**src/rtl/imem_loader_if.sv**
```systemverilog
// Host byte stream and instruction-memory write port of the program loader.
// Groups the loader's handshake and bus signals so the loader and its host can share one bundle.
interface imem_loader_if #(
  parameter int ADDR_W = 8
);
  // Valid/ready: the host holds byteIn stable while byteValid is high. A byte is
  // consumed on any rising edge where byteValid & byteReady; it is never consumed otherwise.
  // byteReady depends only on loader state, never on byteValid.
  logic              start;
  logic [7:0]        byteIn;
  logic              byteValid;
  logic              byteReady;
  logic [ADDR_W-1:0] imemWrAddr;
  logic [31:0]       imemWrData;
  logic              imemWren;
  logic              coreEnable;
  logic              busy;
  logic              done;
  logic              error;

  modport slave (
    input  start, byteIn, byteValid,
    output byteReady, imemWrAddr, imemWrData, imemWren,
    output coreEnable, busy, done, error
  );

  modport master (
    output start, byteIn, byteValid,
    input  byteReady, imemWrAddr, imemWrData, imemWren,
    input  coreEnable, busy, done, error
  );
endinterface

```
**src/rtl/imem_loader.sv**
```systemverilog
// Framed byte-stream loader: assembles little-endian words, writes instruction memory
// and releases the core only after the frame checksum verifies.
module imem_loader #(
  parameter int ADDR_W = 8
) (
  input  logic             clk,
  input  logic             reset,
  imem_loader_if.slave     bus,
  output logic [2:0]       state_dbg
);

  typedef enum logic [2:0] {
    S_IDLE = 3'd0,
    S_LEN  = 3'd1,
    S_DATA = 3'd2,
    S_CSUM = 3'd3,
    S_DONE = 3'd4,
    S_ERR  = 3'd5
  } state_t;

  state_t            state_q, state_d;
  logic [1:0]        lane_q;
  logic [23:0]       asm_q;
  logic [ADDR_W-1:0] words_left_q;
  logic [ADDR_W-1:0] word_addr_q;
  logic [7:0]        csum_q;
  logic [ADDR_W-1:0] wr_addr_q;
  logic [31:0]       wr_data_q;
  logic              wren_q;
  logic              core_en_q;
  logic              busy_q;
  logic              done_q;
  logic              error_q;

  logic              ready;
  logic              accept;
  logic              frame_start;
  logic              word_done;
  logic              csum_ok;

  always_ff @(posedge clk or negedge reset) begin
    if (!reset) begin
      state_q <= S_IDLE;
    end else begin
      state_q <= state_d;
    end
  end

  always_comb begin
    state_d     = state_q;
    ready       = 1'b0;
    frame_start = 1'b0;
    case (state_q)
      S_IDLE, S_DONE, S_ERR: begin
        if (bus.start) begin
          frame_start = 1'b1;
          state_d     = S_LEN;
        end
      end
      S_LEN: begin
        ready = 1'b1;
        if (bus.byteValid) state_d = S_DATA;
      end
      S_DATA: begin
        ready = 1'b1;
        if (bus.byteValid && lane_q == 2'd3 && words_left_q == '0) state_d = S_CSUM;
      end
      S_CSUM: begin
        ready = 1'b1;
        if (bus.byteValid) state_d = csum_ok ? S_DONE : S_ERR;
      end
      default: state_d = S_IDLE;
    endcase
  end

  assign accept    = bus.byteValid & ready;
  assign word_done = accept && (state_q == S_DATA) && (lane_q == 2'd3);
  assign csum_ok   = (bus.byteIn == csum_q);

  // Datapath and sticky status. The strobe is simply the registered 4th-byte accept,
  // so it lasts exactly one cycle and is dropped if reset arrives first.
  always_ff @(posedge clk or negedge reset) begin
    if (!reset) begin
      lane_q       <= 2'd0;
      asm_q        <= 24'd0;
      words_left_q <= '0;
      word_addr_q  <= '0;
      csum_q       <= 8'd0;
      wr_addr_q    <= '0;
      wr_data_q    <= 32'd0;
      wren_q       <= 1'b0;
      core_en_q    <= 1'b0;
      busy_q       <= 1'b0;
      done_q       <= 1'b0;
      error_q      <= 1'b0;
    end else begin
      wren_q <= word_done;
      if (frame_start) begin
        lane_q       <= 2'd0;
        words_left_q <= '0;
        word_addr_q  <= '0;
        csum_q       <= 8'd0;
        core_en_q    <= 1'b0;
        busy_q       <= 1'b1;
        done_q       <= 1'b0;
        error_q      <= 1'b0;
      end
      if (accept) begin
        case (state_q)
          S_LEN: begin
            words_left_q <= ADDR_W'(bus.byteIn);
            csum_q       <= bus.byteIn;
          end
          S_DATA: begin
            csum_q <= csum_q ^ bus.byteIn;
            lane_q <= lane_q + 2'd1;
            case (lane_q)
              2'd0: asm_q[7:0]   <= bus.byteIn;
              2'd1: asm_q[15:8]  <= bus.byteIn;
              2'd2: asm_q[23:16] <= bus.byteIn;
              default: begin
                // Top byte bypasses the assembly register straight into the write word.
                wr_data_q   <= {bus.byteIn, asm_q};
                wr_addr_q   <= word_addr_q;
                word_addr_q <= word_addr_q + 1'b1;
                if (words_left_q != '0) words_left_q <= words_left_q - 1'b1;
              end
            endcase
          end
          S_CSUM: begin
            busy_q <= 1'b0;
            if (csum_ok) begin
              done_q    <= 1'b1;
              core_en_q <= 1'b1;
            end else begin
              error_q   <= 1'b1;
              core_en_q <= 1'b0;
            end
          end
          default: ;
        endcase
      end
    end
  end

  assign bus.byteReady  = ready;
  assign bus.imemWrAddr = wr_addr_q;
  assign bus.imemWrData = wr_data_q;
  assign bus.imemWren   = wren_q;
  assign bus.coreEnable = core_en_q;
  assign bus.busy       = busy_q;
  assign bus.done       = done_q;
  assign bus.error      = error_q;
  assign state_dbg      = state_q;

endmodule

```
**src/flat_wrapper.sv**
```systemverilog
// flat-port wrapper written by rule: the top's interface ports become plain ports
module imem_loader_flat 
#(
  parameter int ADDR_W = 8
)
  (clk, reset, state_dbg, bus_start, bus_byteIn, bus_byteValid, bus_byteReady, bus_imemWrAddr, bus_imemWrData, bus_imemWren, bus_coreEnable, bus_busy, bus_done, bus_error);
  imem_loader_if #(.ADDR_W(ADDR_W)) bus_i ();
  input  logic clk;
  input  logic reset;
  output logic [2:0] state_dbg;
  input wire logic [$bits(bus_i.start)-1:0] bus_start;
  input wire logic [$bits(bus_i.byteIn)-1:0] bus_byteIn;
  input wire logic [$bits(bus_i.byteValid)-1:0] bus_byteValid;
  output wire logic [$bits(bus_i.byteReady)-1:0] bus_byteReady;
  output wire logic [$bits(bus_i.imemWrAddr)-1:0] bus_imemWrAddr;
  output wire logic [$bits(bus_i.imemWrData)-1:0] bus_imemWrData;
  output wire logic [$bits(bus_i.imemWren)-1:0] bus_imemWren;
  output wire logic [$bits(bus_i.coreEnable)-1:0] bus_coreEnable;
  output wire logic [$bits(bus_i.busy)-1:0] bus_busy;
  output wire logic [$bits(bus_i.done)-1:0] bus_done;
  output wire logic [$bits(bus_i.error)-1:0] bus_error;
  assign bus_i.start = bus_start;
  assign bus_i.byteIn = bus_byteIn;
  assign bus_i.byteValid = bus_byteValid;
  assign bus_byteReady = bus_i.byteReady;
  assign bus_imemWrAddr = bus_i.imemWrAddr;
  assign bus_imemWrData = bus_i.imemWrData;
  assign bus_imemWren = bus_i.imemWren;
  assign bus_coreEnable = bus_i.coreEnable;
  assign bus_busy = bus_i.busy;
  assign bus_done = bus_i.done;
  assign bus_error = bus_i.error;
  imem_loader #(.ADDR_W(ADDR_W)) u_core (.clk(clk), .reset(reset), .bus(bus_i), .state_dbg(state_dbg));
endmodule
```
**config.mk**
```make
export PLATFORM = sky130hd
export DESIGN_NAME = imem_loader_flat
export DESIGN_NICKNAME = d
export VERILOG_FILES = /design/src/rtl/imem_loader_if.sv /design/src/rtl/imem_loader.sv /design/src/flat_wrapper.sv
export SDC_FILE = /design/constraint.sdc
export NUM_CORES = 1
export LEC_CHECK = 0
export CAP_MARGIN = 20
export CORE_MARGIN = 2
export CORE_UTILIZATION = 57
export CTS_BUF_LIST = sky130_fd_sc_hd__clkbuf_4 sky130_fd_sc_hd__clkbuf_8
export CTS_CLUSTER_DIAMETER = 200
export CTS_CLUSTER_SIZE = 8
export DETAILED_ROUTE_END_ITERATION = 10
export PLACE_DENSITY = 0.81
export SETUP_SLACK_MARGIN = 0.15
export SYNTH_ARGS = -nofsm -noshare
export SYNTH_HDL_FRONTEND = slang
export SYNTH_SLANG_ARGS = --single-unit
```
**constraint.sdc**
```tcl
create_clock -name clk -period 2.1 [get_ports clk]
set_input_delay 0.21 -clock clk [delete_from_list [all_inputs] [get_ports clk]]
set_output_delay 0.21 -clock clk [all_outputs]
set_load 0.02 [all_outputs]
```
# [Yosys cells after proc, flatten, opt, wreduce, memory -nomap -nowiden]
# Index checks and enable logic that the tools add are counted.
[classes] add_sub_neg=3 multipliers=0 div_mod_pow=0 order_cmp=0 eq_ne=13 shift=0 muxes=39 bitwise=3 n_reduce_logical=16
[op_table] cell="$mux W8" count=10
[op_table] cell="$pmux W8 S2" count=2
[op_table] cell="$mux W1" count=19
[op_table] cell="$mux W3" count=4
[op_table] cell="$pmux W3 S4" count=1
[op_table] cell="$reduce_and A3 Y1" count=4
[op_table] cell="$reduce_or A3 Y1" count=3
[op_table] cell="$add A8 B1 Y8 const B" count=1
[op_table] cell="$eq A8 B8 Y1" count=1
[op_table] cell="$logic_not A8 Y1" count=1
[op_table] cell="$reduce_bool A8 Y1" count=1
[op_table] cell="$sub A8 B1 Y8 const B" count=1
[op_table] cell="$xor A8 B8 Y8" count=1
[op_table] cell="$eq A3 B2 Y1 const B" count=2
[op_table] cell="$eq A3 B3 Y1 const B" count=2
[op_table] cell="$mux W2" count=3
[op_table] cell="$ne A2 B2 Y1 const B" count=3
[op_table] cell="$eq A2 B2 Y1 const B" count=2
[op_table] cell="$logic_and A1 B1 Y1" count=4
[op_table] cell="$reduce_and A4 Y1" count=1
[op_table] cell="$eq A3 B1 Y1 const B" count=1
[op_table] cell="$logic_not A3 Y1" count=1
[op_table] cell="$add A2 B1 Y2 const B" count=1
[op_table] cell="$eq A2 B1 Y1 const B" count=1
[op_table] cell="other kinds (4)" count=4
[word_totals] regBits=98 latch_bits=0 mem_bits_rw=0 romBits=0 in_bits=12 out_inout_bits=49 memories=0

# [Longest topological paths before layout]
[depth] depth_word=8 depth_mapped=7

# [Worst setup path before layout]
# OpenSTA, ideal clock, no wires.
[synth_path] path_type="reg-to-reg" from="reg u_core.words_left_q[0]" to="reg u_core.words_left_q[1]" arrival_time_ns=1.638 path_slack_ns=0.336 path_stages_with_launch=7 path_buffers=0 period_less_slack_ns=1.764 cell_sequence="dfrtp_1 -> inv_1 -> ha_1 -> or4b_4 -> o211ai_2 -> nor2_1 -> a221o_1"
[synth_between] elab_chain_len=5
[synth_rtl] element="from (decl)" line="imem_loader.sv:24" rtl="logic [ADDR_W-1:0] words_left_q;"
[synth_rtl] element="from (signal assigned)" line="imem_loader.sv:111" rtl="words_left_q <= ADDR_W'(bus.byteIn);"
[synth_rtl] element="from (signal assigned)" line="imem_loader.sv:126" rtl="if (words_left_q != '0) words_left_q <= words_left_q - 1'b1;"
[synth_rtl] element="$sub A8 B1 Y8 / $reduce_bool A8 Y1 (equally long branches)" line="imem_loader.sv:126"
[synth_rtl] element="$mux W8 *" line="imem_loader.sv:126"
[synth_rtl] element="$mux W8 *" line="imem_loader.sv:117" rtl="case (lane_q)"
[synth_rtl] element="$pmux W8 S2 *" line="imem_loader.sv:109" rtl="case (state_q)"
[synth_rtl] element="$mux W8 *" line="imem_loader.sv:108" rtl="if (accept) begin"
# Every way passes the cells marked *; elsewhere a longest branch is shown, timed or not.
# A chain may end at the register's enable or synchronous reset.

# [Final worst setup path]
# Same ends and word-level chain as after synthesis.

==> impl_metrics.toml <==
[status]
status = "completed"

[pwr]
p_leak_nw = 2.648
power_density_nw_per_um2 = 1109
vdd_drop_max_mv = 0.8040

[synth]
seq_area_frac_synth = 0.5504
syn_area_um2 = 4456
synth_ff_type = "dfrtp_1"
synth_edf_count = 0
async_reset_ff_frac = 1.000
synthDistinctLibCells = 54
synth.avg_cell_area_um2 = 9.901
synthesis.nets = 469
synth-seq-cells = 98
syn_inst = 450
yosysWarnings = 0

[final_layout]
drive_gt1_frac = 0.1597
seqCellArea_um2 = 2452
multi_input_area_um2 = 1851
final_cell_count_no_fill = 628
num-nets-final = 541
synthToLayoutAreaGrowth_pct = 22.72
layout_common_cells = "nand2_1 (154), dfrtp_1 (98), clkdlybuf4s50_1 (59), buf_4 (27)"
layout_commonest_cell = "nand2_1"
insertedDiodeCount = 0
nFillCells = 557

[setup_path]
crit_type = "flop to flop"
crit_fanout = 4
crit_required_ps = 2350
endpoint_kind = "flop"
crit_path_start_kind = "flop"
worstPathArrival_ps = 2150

[floorplan]
fp.coreArea_um2 = 7647
die_y_um = 92.41
io_pins = 61
die_area_um2 = 8540
row_count = 32
die_w_um = 92.41
initial_utilization = 0.5826

[grt]
grt.met3_usage = 0.03011
grt_util_met2 = 0.3820
grt_max_degree = 49
grt_antenna_before_repair = 0
track_usage = 0.2470
grt_util_met1 = 0.3625
grt_pass1_vias = 3310
grt-ovfl-total = 0
grt_pass1_wl_mm = 16.47
busiest_layer = "met2"

[clock_tree]
cts_made_buffers = 9
ctsRootBufferMaster = "clkbuf_8"
clk-insertion-delay-late_ps = 370
clk_path_buf_depth = 2
cts_tree = "done"
clk_pin_slew_ps = 90
htreeDepth = 3
cts_sinks = 98

[run]
max-cap-violations = 0

[timing]
skew_ps = 12.00
period_needed_ps = 1902
grt_setup_unrepaired = "no"
slew_headroom = 0.5808
finalCritPeriodShare = 0.9058
tns_ps = 0
max_freq_ghz = 0.5257
tightestPinTransition_ps = 628.8
setup_viol = 0
finalWorstSetupSlack_ps = 197.9
finalHoldViolCount = 0
slew_violations = 0

[routing]
drt_iter0_markers = 224
wirelength_mm = 10.13
vias = 3537
drtPass1Iterations = 7
wl_per_cell_um = 16.13
viasPerCell = 5.632
final_antenna_net_count = 0
drcViolationCount = 0

[place]
portBuffers = 60
gp_congestion = 0.8585
post-dp-hpwl_mm = 6.981
dp.cells = 609
pre_cts_ws_ps = 175.9

[worst_hold_path]
hold_path.class = "input pin to asynchronous set/reset pin"
[logic make-up (layout without fill, tap and decap cells)]
logic type	count (synthesis)	after routing	synth area share
compound gates	60	60	0.09576
flops	98	98	0.5504
xor+xnor	10	10	0.01966
fa+ha+maj	7	7	0.01966
mux	27	27	0.06768
buf+inv	37	113	0.03903
simple gates	211	211	0.2078
[critical path, stage by stage, from the launching register on]
cell and delay, ps:
dfrtp_1 420, inv_2 110, ha_4 130, or4b_4 500
o211ai_4 270, nor2_1 80, a221o_1 280
[worst paths after layout]
path,slack (ps),end,from,cells after the start
worst max-delay path,200,u_core.words_left_q[1]$_DFF_PN0_,u_core.words_left_q[0]$_DFF_PN0_,6
worst min-delay path,400,u_core.bus.imemWrData[4]$_DFFE_PN0P_,reset,2
worst max register to register,200,u_core.words_left_q[1]$_DFF_PN0_,u_core.words_left_q[0]$_DFF_PN0_,6
worst min register to register,470,u_core.bus.imemWrData[7]$_DFFE_PN0P_,u_core.asm_q[7]$_DFFE_PN0P_,2
max in group asynchronous,1010,u_core.words_left_q[4]$_DFF_PN0_,reset,3
min in group clk,470,u_core.bus.imemWrData[7]$_DFFE_PN0P_,u_core.asm_q[7]$_DFFE_PN0P_,2
[where the power goes]
part	total [W]	internal (W)	switching [W]
clock network	0.00111	0.000463	0.000650
logic	0.00223	0.00104	0.00120
registers	0.00272	0.00236	0.000357
total	0.00606	0.00386	0.00220
[metrics by stage]
step	area (µm²)	total power, W	hold WS [ps]	util
3_3_place_gp	5238	0.004766	261.4	0.6849
2_1_floorplan	4456	0.004077	-85.59	-
5_1_grt	5468	0.006409	464.6	0.7150
4_1_cts	5424	0.005987	418.7	0.7093
6_report	5468	0.006065	400.5	0.7150
3_5_place_dp	5238	0.004880	268.8	0.6849
[synthesized netlist by cell type, types with 3 or more instances]
| cell | instances | area [µm²] |
|---|---|---|
| a21oi_1 | 5 | 25.02 |
| a221o_1 | 3 | 30.03 |
| buf_2 | 10 | 50.05 |
| buf_4 | 6 | 45.04 |
| clkbuf_1 | 9 | 33.78 |
| dfrtp_1 | 98 | 2452 |
| ha_1 | 7 | 87.58 |
| inv_1 | 9 | 33.78 |
| mux2_2 | 25 | 281.5 |
| nand2_1 | 154 | 578.1 |
| nand2_2 | 3 | 18.77 |
| nand2b_1 | 3 | 18.77 |
| nand3_1 | 19 | 95.09 |
| nand4_1 | 3 | 18.77 |
| nor2_1 | 11 | 41.29 |
| o211ai_1 | 3 | 22.52 |
| o21ai_0 | 25 | 125.1 |
| o311ai_1 | 3 | 26.28 |
| xor2_1 | 8 | 70.07 |
[cell type report]
cell class | instances | share of cell area
Sequential cell | 98 | 0.4485
Clock buffer | 10 | 0.02517
Multi-Input combinational cell | 315 | 0.3384
Clock inverter | 5 | 0.007094
Inverter | 10 | 0.006865
Tap cell | 102 | 0.02334
Timing Repair Buffer | 88 | 0.1506
[repair_timing]
action | 4_1_cts | 5_1_grt
buffers inserted | 0 | 3
endpoints found under the setup margin | 0 | 7
gates resized for setup | 0 | 5
hold buffers | 1 | 0
hold endpoints to repair | 46 | 0
[state kept, by name, summed over array words and instances (netlist names)]
signal                 cells
u_core.word_addr_q         8
u_core.bus.imemWren        1
u_core.asm_q              24
u_core.bus.busy            1
u_core.bus.coreEnable      1
u_core.bus.imemWrAddr      8
u_core.bus.imemWrData     32
u_core.bus.error           1
u_core.bus.done            1
u_core.csum_q              8
u_core.state_dbg           3
u_core.words_left_q        8
u_core.lane_q              2
[routing by layer]
layer | part of all wire | up-vias
met5 | 0 | -
met4 | 0.017 | 0
met3 | 0.051 | 15
met2 | 0.48 | 135
met1 | 0.45 | 1736
li1 | - | 1651
No activity file was read; power rests on OpenSTA's default activity.
